`src/rtl/pipe_hazard_ctrl_if.sv`:
```
// rtl/pipe_hazard_ctrl_if.sv - hazard/sequencing bundle between the CPU datapath and pipe_hazard_ctrl
interface pipe_hazard_ctrl_if;
    // Hazard sources observed in the pipeline
    logic [4:0] ID_rs;
    logic [4:0] ID_rt;
    logic       ID_uses_rs;
    logic       ID_uses_rt;
    logic [4:0] ID_EX_rs;
    logic [4:0] ID_EX_rt;
    logic       ID_EX_MemRead;
    logic [4:0] ID_EX_WN;
    logic       ID_EX_md;
    logic       ex_branch_taken;
    logic       EX_MEM_RegWrite;
    logic [4:0] EX_MEM_WN;
    logic       MEM_WB_RegWrite;
    logic [4:0] MEM_WB_WN;
    logic       dmem_wait;

    // Pipeline register strobes and forwarding selects
    logic       pc_en;
    logic       if_id_en;
    logic       if_id_flush;
    logic       id_ex_en;
    logic       id_ex_flush;
    logic       ex_mem_en;
    logic       ex_mem_flush;
    logic       mem_wb_en;
    logic [1:0] fwd_a;
    logic [1:0] fwd_b;

    modport master (
        output ID_rs, ID_rt, ID_uses_rs, ID_uses_rt,
        output ID_EX_rs, ID_EX_rt, ID_EX_MemRead, ID_EX_WN, ID_EX_md,
        output ex_branch_taken,
        output EX_MEM_RegWrite, EX_MEM_WN, MEM_WB_RegWrite, MEM_WB_WN,
        output dmem_wait,
        input  pc_en, if_id_en, if_id_flush, id_ex_en, id_ex_flush,
        input  ex_mem_en, ex_mem_flush, mem_wb_en, fwd_a, fwd_b
    );

    modport slave (
        input  ID_rs, ID_rt, ID_uses_rs, ID_uses_rt,
        input  ID_EX_rs, ID_EX_rt, ID_EX_MemRead, ID_EX_WN, ID_EX_md,
        input  ex_branch_taken,
        input  EX_MEM_RegWrite, EX_MEM_WN, MEM_WB_RegWrite, MEM_WB_WN,
        input  dmem_wait,
        output pc_en, if_id_en, if_id_flush, id_ex_en, id_ex_flush,
        output ex_mem_en, ex_mem_flush, mem_wb_en, fwd_a, fwd_b
    );
endinterface

```
`src/rtl/pipe_hazard_ctrl.sv`:
```
// rtl/pipe_hazard_ctrl.sv - 5-stage pipeline hazard sequencer (load-use, branch, mult/div, dmem wait, forwarding)
// Optional HAZARD_STATS_EN adds stall/flush/freeze event counters.
module pipe_hazard_ctrl #(
    parameter int MD_CYCLES = 32,
    parameter int CNT_W     = 8
) (
    input  logic                clk,
    input  logic                rst,
    pipe_hazard_ctrl_if.slave   hz
`ifdef HAZARD_STATS_EN
    ,
    output logic [31:0]         stall_count,
    output logic [31:0]         flush_count,
    output logic [31:0]         freeze_count
`endif
);

    typedef enum logic {
        ST_RUN = 1'b0,
        ST_MD  = 1'b1
    } state_t;

    // A single-cycle mult/div needs no extra EX occupancy and just advances.
    localparam bit             MD_MULTI  = (MD_CYCLES > 1);
    localparam logic [CNT_W-1:0] MD_RELOAD = MD_MULTI ? CNT_W'(MD_CYCLES - 2) : '0;

    state_t             state;
    state_t             state_nxt;
    logic [CNT_W-1:0]   cnt;
    logic [CNT_W-1:0]   cnt_nxt;

    logic               pc_en;
    logic               if_id_en;
    logic               if_id_flush;
    logic               id_ex_en;
    logic               id_ex_flush;
    logic               ex_mem_en;
    logic               ex_mem_flush;
    logic               mem_wb_en;
    logic [1:0]         fwd_a;
    logic [1:0]         fwd_b;
    logic               stall_evt;

    logic               load_use;
    logic               rs_hit;
    logic               rt_hit;

    always_comb begin
        rs_hit   = hz.ID_uses_rs && (hz.ID_EX_WN == hz.ID_rs);
        rt_hit   = hz.ID_uses_rt && (hz.ID_EX_WN == hz.ID_rt);
        load_use = hz.ID_EX_MemRead && (hz.ID_EX_WN != 5'd0) && (rs_hit || rt_hit);
    end

    // EX/MEM result is younger than MEM/WB, so it wins when both match.
    always_comb begin
        fwd_a = 2'b00;
        fwd_b = 2'b00;
        if (!rst) begin
            if (hz.EX_MEM_RegWrite && (hz.EX_MEM_WN != 5'd0) && (hz.EX_MEM_WN == hz.ID_EX_rs))
                fwd_a = 2'b10;
            else if (hz.MEM_WB_RegWrite && (hz.MEM_WB_WN != 5'd0) && (hz.MEM_WB_WN == hz.ID_EX_rs))
                fwd_a = 2'b01;

            if (hz.EX_MEM_RegWrite && (hz.EX_MEM_WN != 5'd0) && (hz.EX_MEM_WN == hz.ID_EX_rt))
                fwd_b = 2'b10;
            else if (hz.MEM_WB_RegWrite && (hz.MEM_WB_WN != 5'd0) && (hz.MEM_WB_WN == hz.ID_EX_rt))
                fwd_b = 2'b01;
        end
    end

    always_ff @(posedge clk) begin
        if (rst) begin
            state <= ST_RUN;
            cnt   <= '0;
        end else begin
            state <= state_nxt;
            cnt   <= cnt_nxt;
        end
    end

    always_comb begin
        state_nxt    = state;
        cnt_nxt      = cnt;
        pc_en        = 1'b1;
        if_id_en     = 1'b1;
        if_id_flush  = 1'b0;
        id_ex_en     = 1'b1;
        id_ex_flush  = 1'b0;
        ex_mem_en    = 1'b1;
        ex_mem_flush = 1'b0;
        mem_wb_en    = 1'b1;
        stall_evt    = 1'b0;

        if (rst) begin
            pc_en        = 1'b0;
            if_id_en     = 1'b0;
            if_id_flush  = 1'b1;
            id_ex_en     = 1'b0;
            id_ex_flush  = 1'b1;
            ex_mem_en    = 1'b0;
            ex_mem_flush = 1'b1;
            mem_wb_en    = 1'b0;
            state_nxt    = ST_RUN;
            cnt_nxt      = '0;
        end else begin
            unique case (state)
                ST_RUN: begin
                    if (hz.dmem_wait) begin
                        // Whole pipe holds; a taken branch in EX stays put and resolves after the wait.
                        pc_en     = 1'b0;
                        if_id_en  = 1'b0;
                        id_ex_en  = 1'b0;
                        ex_mem_en = 1'b0;
                        mem_wb_en = 1'b0;
                    end else if (hz.ex_branch_taken) begin
                        if_id_flush = 1'b1;
                        id_ex_flush = 1'b1;
                    end else if (hz.ID_EX_md && MD_MULTI) begin
                        pc_en        = 1'b0;
                        if_id_en     = 1'b0;
                        id_ex_en     = 1'b0;
                        ex_mem_flush = 1'b1;
                        stall_evt    = 1'b1;
                        cnt_nxt      = MD_RELOAD;
                        state_nxt    = ST_MD;
                    end else if (load_use) begin
                        pc_en       = 1'b0;
                        if_id_en    = 1'b0;
                        id_ex_flush = 1'b1;
                        stall_evt   = 1'b1;
                    end
                end
                ST_MD: begin
                    if (hz.dmem_wait) begin
                        pc_en     = 1'b0;
                        if_id_en  = 1'b0;
                        id_ex_en  = 1'b0;
                        ex_mem_en = 1'b0;
                        mem_wb_en = 1'b0;
                    end else if (cnt != '0) begin
                        pc_en        = 1'b0;
                        if_id_en     = 1'b0;
                        id_ex_en     = 1'b0;
                        ex_mem_flush = 1'b1;
                        stall_evt    = 1'b1;
                        cnt_nxt      = cnt - 1'b1;
                    end else begin
                        state_nxt = ST_RUN;
                    end
                end
                default: begin
                    state_nxt = ST_RUN;
                    cnt_nxt   = '0;
                end
            endcase
        end
    end

    assign hz.pc_en        = pc_en;
    assign hz.if_id_en     = if_id_en;
    assign hz.if_id_flush  = if_id_flush;
    assign hz.id_ex_en     = id_ex_en;
    assign hz.id_ex_flush  = id_ex_flush;
    assign hz.ex_mem_en    = ex_mem_en;
    assign hz.ex_mem_flush = ex_mem_flush;
    assign hz.mem_wb_en    = mem_wb_en;
    assign hz.fwd_a        = fwd_a;
    assign hz.fwd_b        = fwd_b;

`ifdef HAZARD_STATS_EN
    always_ff @(posedge clk) begin
        if (rst) begin
            stall_count  <= '0;
            flush_count  <= '0;
            freeze_count <= '0;
        end else begin
            if (stall_evt)
                stall_count <= stall_count + 32'd1;
            if (if_id_flush)
                flush_count <= flush_count + 32'd1;
            if (hz.dmem_wait)
                freeze_count <= freeze_count + 32'd1;
        end
    end
`else
    logic unused_stall;
    assign unused_stall = stall_evt;
`endif

endmodule

```
`src/flat_wrapper.sv`:
```
// flat-port wrapper written by rule: the top's interface ports become plain ports
module pipe_hazard_ctrl_flat 
#(
    parameter int MD_CYCLES = 32,
    parameter int CNT_W     = 8
)
  (clk, rst, hz_ID_rs, hz_ID_rt, hz_ID_uses_rs, hz_ID_uses_rt, hz_ID_EX_rs, hz_ID_EX_rt, hz_ID_EX_MemRead, hz_ID_EX_WN, hz_ID_EX_md, hz_ex_branch_taken, hz_EX_MEM_RegWrite, hz_EX_MEM_WN, hz_MEM_WB_RegWrite, hz_MEM_WB_WN, hz_dmem_wait, hz_pc_en, hz_if_id_en, hz_if_id_flush, hz_id_ex_en, hz_id_ex_flush, hz_ex_mem_en, hz_ex_mem_flush, hz_mem_wb_en, hz_fwd_a, hz_fwd_b);
  pipe_hazard_ctrl_if hz_i ();
  input  logic clk;
  input  logic rst;
  input wire logic [$bits(hz_i.ID_rs)-1:0] hz_ID_rs;
  input wire logic [$bits(hz_i.ID_rt)-1:0] hz_ID_rt;
  input wire logic [$bits(hz_i.ID_uses_rs)-1:0] hz_ID_uses_rs;
  input wire logic [$bits(hz_i.ID_uses_rt)-1:0] hz_ID_uses_rt;
  input wire logic [$bits(hz_i.ID_EX_rs)-1:0] hz_ID_EX_rs;
  input wire logic [$bits(hz_i.ID_EX_rt)-1:0] hz_ID_EX_rt;
  input wire logic [$bits(hz_i.ID_EX_MemRead)-1:0] hz_ID_EX_MemRead;
  input wire logic [$bits(hz_i.ID_EX_WN)-1:0] hz_ID_EX_WN;
  input wire logic [$bits(hz_i.ID_EX_md)-1:0] hz_ID_EX_md;
  input wire logic [$bits(hz_i.ex_branch_taken)-1:0] hz_ex_branch_taken;
  input wire logic [$bits(hz_i.EX_MEM_RegWrite)-1:0] hz_EX_MEM_RegWrite;
  input wire logic [$bits(hz_i.EX_MEM_WN)-1:0] hz_EX_MEM_WN;
  input wire logic [$bits(hz_i.MEM_WB_RegWrite)-1:0] hz_MEM_WB_RegWrite;
  input wire logic [$bits(hz_i.MEM_WB_WN)-1:0] hz_MEM_WB_WN;
  input wire logic [$bits(hz_i.dmem_wait)-1:0] hz_dmem_wait;
  output wire logic [$bits(hz_i.pc_en)-1:0] hz_pc_en;
  output wire logic [$bits(hz_i.if_id_en)-1:0] hz_if_id_en;
  output wire logic [$bits(hz_i.if_id_flush)-1:0] hz_if_id_flush;
  output wire logic [$bits(hz_i.id_ex_en)-1:0] hz_id_ex_en;
  output wire logic [$bits(hz_i.id_ex_flush)-1:0] hz_id_ex_flush;
  output wire logic [$bits(hz_i.ex_mem_en)-1:0] hz_ex_mem_en;
  output wire logic [$bits(hz_i.ex_mem_flush)-1:0] hz_ex_mem_flush;
  output wire logic [$bits(hz_i.mem_wb_en)-1:0] hz_mem_wb_en;
  output wire logic [$bits(hz_i.fwd_a)-1:0] hz_fwd_a;
  output wire logic [$bits(hz_i.fwd_b)-1:0] hz_fwd_b;
  assign hz_i.ID_rs = hz_ID_rs;
  assign hz_i.ID_rt = hz_ID_rt;
  assign hz_i.ID_uses_rs = hz_ID_uses_rs;
  assign hz_i.ID_uses_rt = hz_ID_uses_rt;
  assign hz_i.ID_EX_rs = hz_ID_EX_rs;
  assign hz_i.ID_EX_rt = hz_ID_EX_rt;
  assign hz_i.ID_EX_MemRead = hz_ID_EX_MemRead;
  assign hz_i.ID_EX_WN = hz_ID_EX_WN;
  assign hz_i.ID_EX_md = hz_ID_EX_md;
  assign hz_i.ex_branch_taken = hz_ex_branch_taken;
  assign hz_i.EX_MEM_RegWrite = hz_EX_MEM_RegWrite;
  assign hz_i.EX_MEM_WN = hz_EX_MEM_WN;
  assign hz_i.MEM_WB_RegWrite = hz_MEM_WB_RegWrite;
  assign hz_i.MEM_WB_WN = hz_MEM_WB_WN;
  assign hz_i.dmem_wait = hz_dmem_wait;
  assign hz_pc_en = hz_i.pc_en;
  assign hz_if_id_en = hz_i.if_id_en;
  assign hz_if_id_flush = hz_i.if_id_flush;
  assign hz_id_ex_en = hz_i.id_ex_en;
  assign hz_id_ex_flush = hz_i.id_ex_flush;
  assign hz_ex_mem_en = hz_i.ex_mem_en;
  assign hz_ex_mem_flush = hz_i.ex_mem_flush;
  assign hz_mem_wb_en = hz_i.mem_wb_en;
  assign hz_fwd_a = hz_i.fwd_a;
  assign hz_fwd_b = hz_i.fwd_b;
  pipe_hazard_ctrl #(.MD_CYCLES(MD_CYCLES), .CNT_W(CNT_W)) u_core (.clk(clk), .rst(rst), .hz(hz_i));
endmodule
```
`config.mk`:
```
export PLATFORM = sky130hd
export DESIGN_NAME = pipe_hazard_ctrl_flat
export DESIGN_NICKNAME = d
export VERILOG_FILES = /design/src/rtl/pipe_hazard_ctrl_if.sv /design/src/rtl/pipe_hazard_ctrl.sv /design/src/flat_wrapper.sv
export SDC_FILE = /design/constraint.sdc
export NUM_CORES = 1
export LEC_CHECK = 0
export ABC_AREA = 1
export CAP_MARGIN = 30
export CORE_MARGIN = 1.5
export CORE_UTILIZATION = 37
export DETAILED_ROUTE_END_ITERATION = 12
export GPL_TIMING_DRIVEN = 0
export HOLD_SLACK_MARGIN = 0.15
export PLACE_DENSITY = 0.84
export SETUP_SLACK_MARGIN = 0.15
export SLEW_MARGIN = 15
export SYNTH_ARGS = -nofsm -noshare
export SYNTH_HDL_FRONTEND = slang
export SYNTH_SLANG_ARGS = --single-unit
```
`constraint.sdc`:
```
create_clock -name clk -period 1.5 [get_ports clk]
set_input_delay 0.3 -clock clk [delete_from_list [all_inputs] [get_ports clk]]
set_output_delay 0.3 -clock clk [all_outputs]
set_load 0.01 [all_outputs]
```
# ---- Word level (Yosys, flattened, before mapping)
# Index checks and enable logic that the tools add are counted.
dict set report op_classes {
  eq_ne 11
  mux 46
  addsub 1
  n_mul 0
  shift 0
  n_div 0
  reduce_logical 16
  magnitude_cmp 0
  bitwise 1
}
# op n
set op_table {}
lappend op_table {{$mux 8} 5}
lappend op_table {{$mux 1} 32}
lappend op_table {{$eq 5x5->1} 6}
lappend op_table {{$pmux 8 s2} 1}
lappend op_table {{$reduce_bool 5->1} 3}
lappend op_table {{$logic_and 1x1->1} 10}
lappend op_table {{$ne 2x2->1 const B} 5}
lappend op_table {{$mux 2} 4}
lappend op_table {{$pmux 1 s2} 4}
lappend op_table {{$reduce_bool 8->1} 1}
lappend op_table {{$sub 8x1->8 const B} 1}
lappend op_table {{$reduce_and 5->1} 1}
lappend op_table {{$logic_or 1x1->1} 1}
lappend op_table {{$not 1->1} 1}
dict set report word_totals {
  ramBits 0
  elab_cells 77
  out_inout_bits 12
  mem_count 0
  rom_bits 0
  latch_bits 0
  ff_bits 9
  inputBits 45
}

# ---- Longest topological paths before layout
# Gate-level depths: netlist of the first run.
dict set report logic_depth {
  depth_word 10
  ltp_mapped 11
  depth_no_buf 10
}

# ---- Worst setup path after synthesis of the first run
# Ideal clock, no wire load.
dict set report synth_timing {
  kind {reg2out}
  startpoint {reg u_core.cnt[0]}
  endpoint {out hz_pc_en}
  slack_ns -0.337
  path_stages_with_launch 12
  arrival_time_ns 1.537
  cell_sequence {dfxtp_1 > inv_1 > ha_1 > inv_2 > nor2_2 > nand3_2 > o21ai_2 > nand2_1 > nor2_2 > nand2_1 > inv_1 > buf_4}
}
dict set report synth_via {
  elab_chain_cells 5
}
# element line_no
set synth_lines {}
lappend synth_lines {{start: declaration} pipe_hazard_ctrl.sv:29} ;# logic [CNT_W-1:0] cnt;
lappend synth_lines {{start signal: assignment} pipe_hazard_ctrl.sv:77} ;# cnt <= cnt_nxt;
lappend synth_lines {{$reduce_bool 8->1} pipe_hazard_ctrl.sv:140} ;# end else if (cnt != '0) begin
lappend synth_lines {{$mux 1 (2 in series)} n/a}
lappend synth_lines {{$pmux 1 s2} n/a}
lappend synth_lines {{$mux 1} n/a}
lappend synth_lines {{end: declaration} flat_wrapper.sv:26} ;# output wire logic [$bits(hz_i.pc_en)-1:0] hz_pc_en;
# No other way between the ends.

# ---- Worst setup path after layout of the first run
dict set report layout_timing {
  startpoint {reg u_core.cnt[0]}
  endpoint {out hz_pc_en}
}
dict set report layout_via {
  elab_chain_cells 5
}
# element line_no
set layout_lines {}
lappend layout_lines {{$reduce_bool 8->1} pipe_hazard_ctrl.sv:140}
lappend layout_lines {{$mux 1} pipe_hazard_ctrl.sv:140}
lappend layout_lines {{$mux 1} pipe_hazard_ctrl.sv:134} ;# if (hz.dmem_wait) begin
lappend layout_lines {{$pmux 1 s2} pipe_hazard_ctrl.sv:106} ;# unique case (state)
lappend layout_lines {{$mux 1} pipe_hazard_ctrl.sv:94} ;# if (rst) begin
# No other way between the ends.

==> reports/qor.yml, run 1 <==
final_layout:
  fin_util_pct: 71.6
  area_growth_pct: 82.7
  fin_nets: 352
  fillCellCount: 255
  diodes: 0
  drive_above_1_share_pct: 48.5
synthesis:
  ys_types: 29
  syn_avg_cell_area_um2: 5.53
  synth-seq-area-share_pct: 14.9
  synth_fp_nets: 264
  yosys_warnings: 0
  ys_seq_elements: 9
  synth.area.top_cells: "nand2_1 20%, dfxtp_1 15%, inv_1 9.6%"
  synth_top_area_share_pct: 19.9
  synth_edf_count: 0
  yosysTopAreaCell: "nand2_1"
  syn_inst: 218
  async_reset_ff_share_pct: 0
  synth.most_common_cell: "nand2_1"
  synth_area_um2: 1210
  synthTopCellsByCount: "64 x nand2_1, 31 x inv_1, 28 x nor2_1"
  synth-main-ff-cell: "dfxtp_1"
grt:
  grt_pass1_wl_mm: 6.43
  grt.total_usage_pct: 23.1
  first_global_vias: 1544
  grt_max_degree: 11
  antenna_found_initial: 0
  grt_overflow: 0
clock_network:
  clk_pin_slew_ns: 0.08
  cts-hold-fix-buffers: 0
  cts_buffers: 3
  htree_levels: 1
  clockBufferDepth: 2
  clk_latency_ns: 0.29
  clk_root_buffer_cell: "clkbuf_4"
  cts_tree: "done"
  cts_num_sinks: 9
run:
  maxCapViolations: 0
placement:
  globalplace.congestion: 0.865
  dp_hpwl_mm: 2.66
  io_buffers: 56
route:
  wl_mm: 4.58
  dr.pass1.iters: 4
  vias: 1782
  antenna_left: 0
  drt_iter0_drc: 82
  vias_per_cell: 5.11
  wl_per_cell_um: 13.1
  drc: 0
setup_path:
  cp.required_ns: 1.20
  cp_max_fo: 3
  critPathLaunchType: "flip-flop"
  critPathKind: "flip-flop to output pin"
  cp.arrival_ns: 1.68
  worst_setup_path_end_kind: "output pin"
timing:
  period_minus_slack_ns: 1.98
  worst_slack_ns: -0.478
  tightest_slew_ns: 0.284
  slew_viol_final: 0
  setup_viol: 15
  slew_headroom_pct: 81.0
  fin_crit_sh_pct: 132
  skew_ns: 0.0145
  timing.final.hold_violations: 0
  rsz0062_at_grt: "true"
  whs_ns: 0.316
  max_freq_mhz: 506
floorplanning:
  core_um2: 3080
  rows: 20
  pin_count: 57
  die_x_um: 60.1
  initial_core_util_pct: 39.2
  die_area_um2: 3610
  die_y_um: 60.1
pwr:
  p_leak_nw: 1.11
  peakVddDrop_v: 0.000269
  p_per_area_nw_per_um2: 493
run_status:
  violations: "setup timing"
  status: "finished with violations"
hold_path:
  hp-class: "primary input to flip-flop"
## state kept, by name, summed over array words and instances, names as in the netlist
signal / count
u_core.cnt: 8
u_core.state: 1
## metrics by stage
step | setup TNS (ns) | setup slack, ns | area [µm²] | total power [mW] | std cells
4_1_cts | -1.33 | -0.426 | 2020 | 0.989 | 338
3_3_place_gp | -10.15 | -0.872 | 1840 | 0.723 | 318
5_1_grt | -3.23 | -0.564 | 2200 | 1.14 | 349
3_5_place_dp | -10.33 | -0.924 | 1840 | 0.733 | 318
6_report | -2.33 | -0.478 | 2200 | 1.09 | 349
2_1_floorplan | -0.319 | -0.210 | 1220 | 0.517 | 218
## what timing repair did
action                     4_1_cts  5_1_grt
gates cloned                     1        1
pin swaps                       58       21
resized for setup              274       32
setup endpoints to repair       20       19
buffers inserted                15       10
## power breakdown
group	switching, mW	internal (mW)	total [mW]	leakage, nW
clock network	0.111	0.104	0.215	0.0150
logic	0.306	0.304	0.610	1.02
registers	0.0124	0.250	0.263	0.0748
## area by class of cell
| type | instances | area [µm²] | area share, % |
|---|---|---|---|
| Sequential cell | 9 | 186 | 8.46 |
| Clock buffer | 4 | 26.3 | 1.19 |
| Multi-Input combinational cell | 172 | 1070 | 48.4 |
| Timing Repair Buffer | 83 | 683 | 31.0 |
| Inverter | 32 | 131 | 5.96 |
| Buffer | 5 | 55.1 | 2.50 |
| Tap cell | 44 | 55.1 | 2.50 |
## cells in the final DEF (no fill, tap or decap), types with 10 or more instances in the layout
cell      n
inv_1    17
buf_6    20
buf_4    21
nand2_2  10
xor2_1   10
nor2_1   22
nand2_1  52
nand3_1  17
inv_2    11
buf_2    29
## per-layer routing
| layer | share of wire (%) | vias to the layer above | GRT usage (%) |
|---|---|---|---|
| li1 | - | 866 | - |
| met3 | 6.3 | 18 | 4.11 |
| met1 | 38 | 811 | 24.5 |
| met2 | 52 | 87 | 44.4 |
| met5 | 0 | - | 0 |
| met4 | 3.6 | 0 | 8.89 |
## worst paths after layout
path / start / to / slack, ns / depth (start not counted)
worst max-delay path: u_core.cnt[0] / hz_pc_en / -0.48 / 11
worst min-delay path: rst / u_core.cnt[0] / 0.32 / 4
worst max register to register: u_core.cnt[0] / u_core.state / -0.15 / 13
worst min register to register: u_core.cnt[1] / u_core.cnt[1] / 0.49 / 2
## logic make-up after synthesis
logic type | synth area share, %
compound gates | 10.7
xor+xnor | 12.3
fa+ha+maj | 1.04
buf+inv | 12.8
flops | 14.9
simple gates | 48.2
## critical path: stages (launching register included)
cell	delay (ns)
dfxtp_4	0.37
inv_4	0.04
ha_4	0.16
buf_4	0.14
nand2_2	0.07
nor2_1	0.05
a21oi_1	0.13
nand3_1	0.09
nand2_1	0.08
inv_2	0.04
buf_6	0.10
buf_6	0.11
(Power assumes the default switching activity.)
==> run 2, diff against run 1 <==
Settings changed: CORE_MARGIN 1.5 to 3, SLEW_MARGIN 15 to 20.
==> reports/qor.yml, run 2 (synthesis gave the netlist of run 1 again) <==
run_status:
  status: "finished with violations"
  violations: "setup timing"
final_layout:
  largest_reg_flops: 8  # unchanged
  fillCellCount: 243  # -4.7%
  most-common-layout-cells: "45 x nand2_1, 22 x buf_6, 21 x nor2_1, 18 x buf_2"
  finalInstanceArea_um2: 2220  # +0.57%
  reg_top3: "u_core.cnt: 8 flops, u_core.state: 1 flops"
  seq_area_um2: 183  # -2.0%
  top_register: "u_core.cnt"
  multi_input_area_um2: 1120  # +4.8%
  fin_util_pct: 72.0  # +0.41 points
  final_common_cell: "nand2_1"
  diodes: 0  # unchanged
  fin_nets: 344  # -2.3%
  fin_cells: 341  # -2.3%
  area_growth_pct: 83.7
  drive_above_1_share_pct: 51.9  # +3.3 points
run:
  maxCapViolations: 0  # unchanged
clock_network:
  clk_latency_ns: 0.26  # -0.03 ns
  cts-hold-fix-buffers: 0  # unchanged
  cts_num_sinks: 9  # unchanged
  clockBufferDepth: 2  # unchanged
  cts_buffers: 3  # unchanged
  cts_tree: "done"
  clk_pin_slew_ns: 0.07  # about the same
  htree_levels: 1  # unchanged
  clk_root_buffer_cell: "clkbuf_4"
timing:
  max_freq_mhz: 499  # -1.3%
  fin_crit_sh_pct: 134  # +1.7 points
  timing.final.hold_violations: 0  # unchanged
  tns_ns: -3.41  # -1.07 ns
  tightest_slew_ns: 0.298  # +0.0140 ns
  skew_ns: 0.00833  # -0.00614 ns
  period_minus_slack_ns: 2.00  # +0.0259 ns
  slew_headroom_pct: 80.1  # -0.94 points
  rsz0062_at_grt: "true"
  setup_viol: 15  # unchanged
  slew_viol_final: 0  # unchanged
  worst_slack_ns: -0.503  # -0.0259 ns
grt:
  first_global_vias: 1600  # +3.6%
  grt.total_usage_pct: 19.6  # -3.6 points
  grt_pass1_wl_mm: 6.58  # +2.3%
  grt_max_degree: 11  # unchanged
  antenna_found_initial: 0  # unchanged
  grt_overflow: 0  # unchanged
setup_path:
  reg2reg_from: "u_core.cnt[0]"
  cp.arrival_ns: 1.70  # +0.02 ns
  critPathLaunchType: "flip-flop"
  cp_max_fo: 2  # -1
  crit_buf_inv: 5  # unchanged
  path_cells: "inv_4 -> ha_4 -> inv_4 -> nor2_4 -> nand3_2 -> o21ai_2 -> nand2_1 -> nor2_2 -> nand2_1 -> inv_2 -> buf_6 -> buf_6"
  worst_setup_path_end_kind: "output pin"
  rr_endpoint: "u_core.cnt[0]"
  cp_slowest_cell: "dfxtp_2"
  startpoint: "u_core.cnt[0]"
  critical_path.top_delay_family: "simple AND/OR/NAND/NOR gates"
  rr_worst_depth: 13  # unchanged
  cp.required_ns: 1.20  # about the same
  slowest_delay_ns: 0.34  # -0.03 ns
  critPathKind: "flip-flop to output pin"
  r2r_setup_slack_ns: -0.23  # -0.08 ns
placement:
  place_ws_ns: -0.899  # +0.0251 ns
  dp_cells: 318  # unchanged
  io_buffers: 56  # unchanged
  placed_area_um2: 1840  # unchanged
  dp_hpwl_mm: 2.72  # +2.0%
  globalplace.congestion: 0.873  # +0.87%
hold_path:
  hp-class: "primary input to flip-flop"
  hold_start: "rst"
  min_to: "u_core.cnt[0]"
  holdPathStages: 4  # unchanged
route:
  dr.pass1.iters: 4  # unchanged
  antenna_left: 0  # unchanged
  drc: 0  # unchanged
  drt_iter0_drc: 52  # -37%
  wl_mm: 4.40  # -3.9%
  vias: 1682  # -5.6%
  vias_per_cell: 4.93  # -3.4%
  wl_per_cell_um: 12.9  # -1.7%
pwr:
  p_per_area_nw_per_um2: 481  # -2.5%
  peakVddDrop_v: 0.000249  # -7.4%
  p_leak_nw: 1.10  # -0.89%
floorplanning:
  die_area_um2: 3980  # +10%
  rows: 20  # unchanged
  die_y_um: 63.1  # +5.0%
  initial_core_util_pct: 39.2  # unchanged
  die_x_um: 63.1  # +5.0%
  core_um2: 3080  # unchanged
  pin_count: 57  # unchanged
## run 2: cell types whose count changed in the layout (fill, tap and decap cells not counted), moves of 6 or more
cell | previous run | this run
clkbuf_2 | 0 | 8
buf_4 | 21 | 14
nand2_1 | 52 | 45
nand2_2 | 10 | 16
buf_2 | 29 | 18
## run 2: layout make-up
class	count	area share (%)
Clock buffer	4	1.19
Multi-Input combinational cell	172	50.4
Inverter	32	5.99
Timing Repair Buffer	75	29.1
Buffer	5	2.54
Sequential cell	9	8.24
Tap cell	44	2.48
## run 2: worst max path at each step
stage,to,slack [ns],cells after the start
after floorplan,hz_pc_en,-0.21,11
after global placement,hz_fwd_b[0],-0.91,8
after detailed placement,hz_fwd_b[0],-0.90,8
after CTS,hz_pc_en,-0.41,12
after global routing,hz_pc_en,-0.62,12
final,hz_pc_en,-0.50,12
## run 2: metal layers
| metal | vias up | routed length [µm] | global-route usage (%) |
|---|---|---|---|
| li1 | 847 | - | - |
| met1 | 739 | 1610 | 22.1 |
| met2 | 86 | 2340 | 37.7 |
| met3 | 10 | 356 | 3.21 |
| met4 | 0 | 97 | 4.41 |
| met5 | - | 0 | 0 |
## run 2: stage by stage
stage / power, mW / hold WS (ns)
2_1_floorplan: 0.517 / 0.470
3_3_place_gp: 0.722 / 0.491
3_5_place_dp: 0.732 / 0.491
4_1_cts: 0.963 / 0.339
5_1_grt: 1.14 / 0.377
6_report: 1.07 / 0.366
## run 2: power by group
| group | internal (mW) | leakage (nW) | switching (mW) |
|---|---|---|---|
| sequential | 0.251 | 0.0741 | 0.0129 |
| combinational | 0.306 | 1.01 | 0.312 |
| clock | 0.102 | 0.0150 | 0.0823 |
## run 2: timing repair
action                                  4_1_cts  5_1_grt
buffers inserted                             12        6
cloned                                        1        0
pin swaps                                    42       47
resized for setup                           226       92
endpoints found under the setup margin       20       21
## run 2: worst reg2reg max path, cell delays in order, from the launching register on
cell and delay, ns:
dfxtp_2 0.34, inv_4 0.06, ha_4 0.14, inv_4 0.04, nor2_4 0.08, nand3_2 0.10, buf_4 0.16, buf_6 0.11
nand3_4 0.08, buf_6 0.11, buf_6 0.13, nand2_8 0.10, o21ai_2 0.13, nor2_1 0.05
==> run 3, diff against run 2 <==
Settings changed: ABC_AREA 1 to 0, CORE_UTILIZATION 37 to 34, RECOVER_POWER from default to 25.
==> reports/qor.yml, run 3 <==
synthesis:
  syn_avg_cell_area_um2: 8.36  # +51%
  synth_area_um2: 986  # -18%
  async_reset_ff_share_pct: 0  # unchanged
  synth.most_common_cell: "xor2_1"
  yosys_warnings: 0  # unchanged
  syn_inst: 118  # -46%
  ys_seq_elements: 9  # unchanged
  yosysTopAreaCell: "xor2_1"
  synth-main-ff-cell: "dfxtp_1"
  synth_fp_nets: 164  # -38%
  synth_edf_count: 0  # unchanged
  synth.area.top_cells: "xor2_1 19%, dfxtp_1 18%, xnor2_1 12%"
  synthTopCellsByCount: "21 x xor2_1, 13 x xnor2_1, 9 x dfxtp_1"
  ys_types: 39  # +34%
  synth_top_area_share_pct: 18.7  # -1.3 points
  synth-seq-area-share_pct: 18.3  # +3.3 points
setup_path:
  crit_buf_inv: 6  # +1
  slowest_delay_ns: 0.53  # +0.19 ns
  path_cells: "or4_4 -> buf_6 -> buf_4 -> buf_6 -> buf_6 -> buf_6 -> o31a_4 -> or2_4 -> buf_6"
  cp.arrival_ns: 2.36  # +0.66 ns
  cp_slowest_cell: "or4_4"
  cp.required_ns: 1.20  # about the same
  critical_path.top_delay_family: "simple AND/OR/NAND/NOR gates"
  critPathKind: "flip-flop to output pin"
  worst_setup_path_end_kind: "output pin"
  critPathLaunchType: "flip-flop"
  crit_top_cell: "buf_6"
  cp_max_fo: 3  # +1
pwr:
  p_per_area_nw_per_um2: 496  # +3.1%
  p_int_mw: 0.673  # +2.1%
  p_sw_share_pct: 35.2  # -3.0 points
  peakVddDrop_v: 0.000719  # +190%
  p_sw_mw: 0.365  # -10%
  combPwrFrac_pct: 55.8  # -2.1 points
  seqPwrFrac_pct: 25.1  # +0.3 points
  p_leak_nw: 0.873  # -21%
  pwr-share-clk_pct: 19.0  # +1.7 points
  power_mw: 1.04  # -2.6%
route:
  vias: 1320  # -22%
  wl_per_cell_um: 19.0  # +48%
  drc: 0  # unchanged
  dr.pass1.iters: 4  # unchanged
  vias_per_cell: 5.55  # +12%
  drt_iter0_drc: 43  # -17%
  antenna_left: 0  # unchanged
  wl_mm: 4.53  # +3.1%
timing:
  slew_viol_final: 0  # unchanged
  setup_viol: 19  # +4
  fin_crit_sh_pct: 177  # +44 points
  timing.final.hold_violations: 0  # unchanged
  worst_slack_ns: -1.16  # -0.653 ns
  tightest_slew_ns: 0.367  # +0.0694 ns
  rsz0062_at_grt: "true"
  slew_headroom_pct: 75.5  # -4.6 points
  skew_ns: 0.00882  # +0.000491 ns
  period_minus_slack_ns: 2.66  # +0.653 ns
  max_freq_mhz: 376  # -25%
clock_network:
  clockBufferDepth: 2  # unchanged
  cts_tree: "done"
  cts_buffers: 3  # unchanged
  htree_levels: 1  # unchanged
  cts_num_sinks: 9  # unchanged
  cts-hold-fix-buffers: 0  # unchanged
  clk_pin_slew_ns: 0.07  # about the same
  clk_latency_ns: 0.27  # about the same
  clk_root_buffer_cell: "clkbuf_4"
final_layout:
  most-common-layout-cells: "24 x buf_6, 21 x xor2_1, 17 x buf_4, 16 x buf_2, 13 x dlygate4sd2_1"
  area_growth_pct: 112
  multi_input_area_um2: 1000  # -10%
  top_register: "u_core.cnt"
  fin_util_pct: 80.1  # +8.1 points
  reg_top3: "u_core.cnt: 8 flops, u_core.state: 1 flops"
  seq_area_um2: 191  # +4.8%
  largest_reg_flops: 8  # unchanged
  drive_above_1_share_pct: 58.2  # +6.3 points
  diodes: 0  # unchanged
  fin_nets: 255  # -26%
  fillCellCount: 167  # -31%
  fin_cells: 238  # -30%
  final_common_cell: "buf_6"
run:
  maxCapViolations: 0  # unchanged
floorplanning:
  die_x_um: 59.9  # -5.1%
  die_y_um: 59.9  # -5.1%
  pin_count: 57  # unchanged
  rows: 18  # -10%
  die_area_um2: 3580  # -10%
  initial_core_util_pct: 37.7  # -1.4 points
  core_um2: 2610  # -15%
run_status:
  violations: "setup timing"
  status: "finished with violations"
grt:
  grt.total_usage_pct: 23.8  # +4.2 points
  grt_overflow: 0  # unchanged
  grt_pass1_wl_mm: 6.40  # -2.7%
  grt_max_degree: 10  # -1
  first_global_vias: 1371  # -14%
  antenna_found_initial: 0  # unchanged
hold_path:
  hp-class: "primary input to flip-flop"
placement:
  dp_hpwl_mm: 2.72  # about the same
  globalplace.congestion: 0.738  # -15%
  dp_cells: 204  # -36%
  io_buffers: 56  # unchanged
[run 3: changes by cell type in the layout (fill, tap and decap cells not counted), moves of 5 or more]
cell / before / now
a21oi_2: 6 / 1
dlygate4sd2_1: 6 / 13
inv_1: 14 / 1
inv_2: 14 / 2
nand2_1: 45 / 5
nand2_2: 16 / 1
nand3_1: 16 / 0
nor2_1: 21 / 5
nor2_2: 7 / 2
or4_4: 0 / 7
xnor2_1: 2 / 12
xor2_1: 8 / 21
[run 3: cells by family after synthesis]
| logic type | after synthesis | synth area share [%] |
|---|---|---|
| compound gates | 21 | 16.9 |
| xor+xnor | 34 | 30.2 |
| fa+ha+maj | 1 | 1.27 |
| buf+inv | 8 | 4.57 |
| flops | 9 | 18.3 |
| mux | 1 | 1.14 |
| simple gates | 44 | 27.7 |
[run 3: timing repair]
| item | 4_1_cts | 5_1_grt |
|---|---|---|
| resized for setup | 172 | 57 |
| setup endpoints to repair | 21 | 20 |
| buffers inserted | 21 | 9 |
| pin swaps | 32 | 21 |
| cloned | 0 | 0 |
[run 3: cell type report]
cell class / instances / area share [%]
Multi-Input combinational cell: 101 / 48.0
Timing Repair Buffer: 86 / 36.5
Sequential cell: 9 / 9.15
Buffer: 5 / 2.81
Tap cell: 30 / 1.79
Clock buffer: 4 / 1.26
Inverter: 3 / 0.538
[run 3: metal layers]
| layer | part of all wire, % | GRT usage, % | vias up |
|---|---|---|---|
| met4 | 2.9 | 6.33 | 0 |
| met1 | 36 | 26.3 | 612 |
| met5 | 0 | 0 | - |
| met2 | 53 | 44.1 | 80 |
| li1 | - | - | 614 |
| met3 | 7.6 | 6.26 | 14 |
[run 3: worst paths after layout]
check	startpoint	end	slack (ns)	cells after the start
setup / recovery	u_core.cnt[3]	hz_ex_mem_flush	-1.16	9
hold / removal	rst	u_core.cnt[5]	0.46	4
setup reg to reg	u_core.cnt[3]	u_core.cnt[0]	-0.81	10
hold reg to reg	u_core.cnt[6]	u_core.cnt[6]	0.54	2
[run 3: power by group through the flow]
stage	logic, mW	registers, mW	clock network, mW
2_1_floorplan	0.206	0.265	0
3_3_place_gp	0.403	0.267	0
3_5_place_dp	0.415	0.268	0
4_1_cts	0.492	0.258	0.192
5_1_grt	0.612	0.262	0.209
6_report	0.580	0.261	0.198
[run 3: metrics by stage]
step / hold slack, ns / setup TNS [ns] / setup slack (ns) / area (µm²)
floorplan: 0.466 / -3.64 / -0.936 / 1120
global placement: 0.482 / -18.05 / -1.35 / 1720
detailed placement: 0.514 / -18.66 / -1.38 / 1720
CTS: 0.346 / -10.69 / -1.20 / 1950
global route: 0.459 / -12.76 / -1.22 / 2090
finish: 0.460 / -11.92 / -1.16 / 2090
[run 3: tightest hold or removal path, cell delays in order]
cell and delay (ns):
buf_12 0.08, buf_8 0.11, nand2b_4 0.15, a21oi_2 0.04
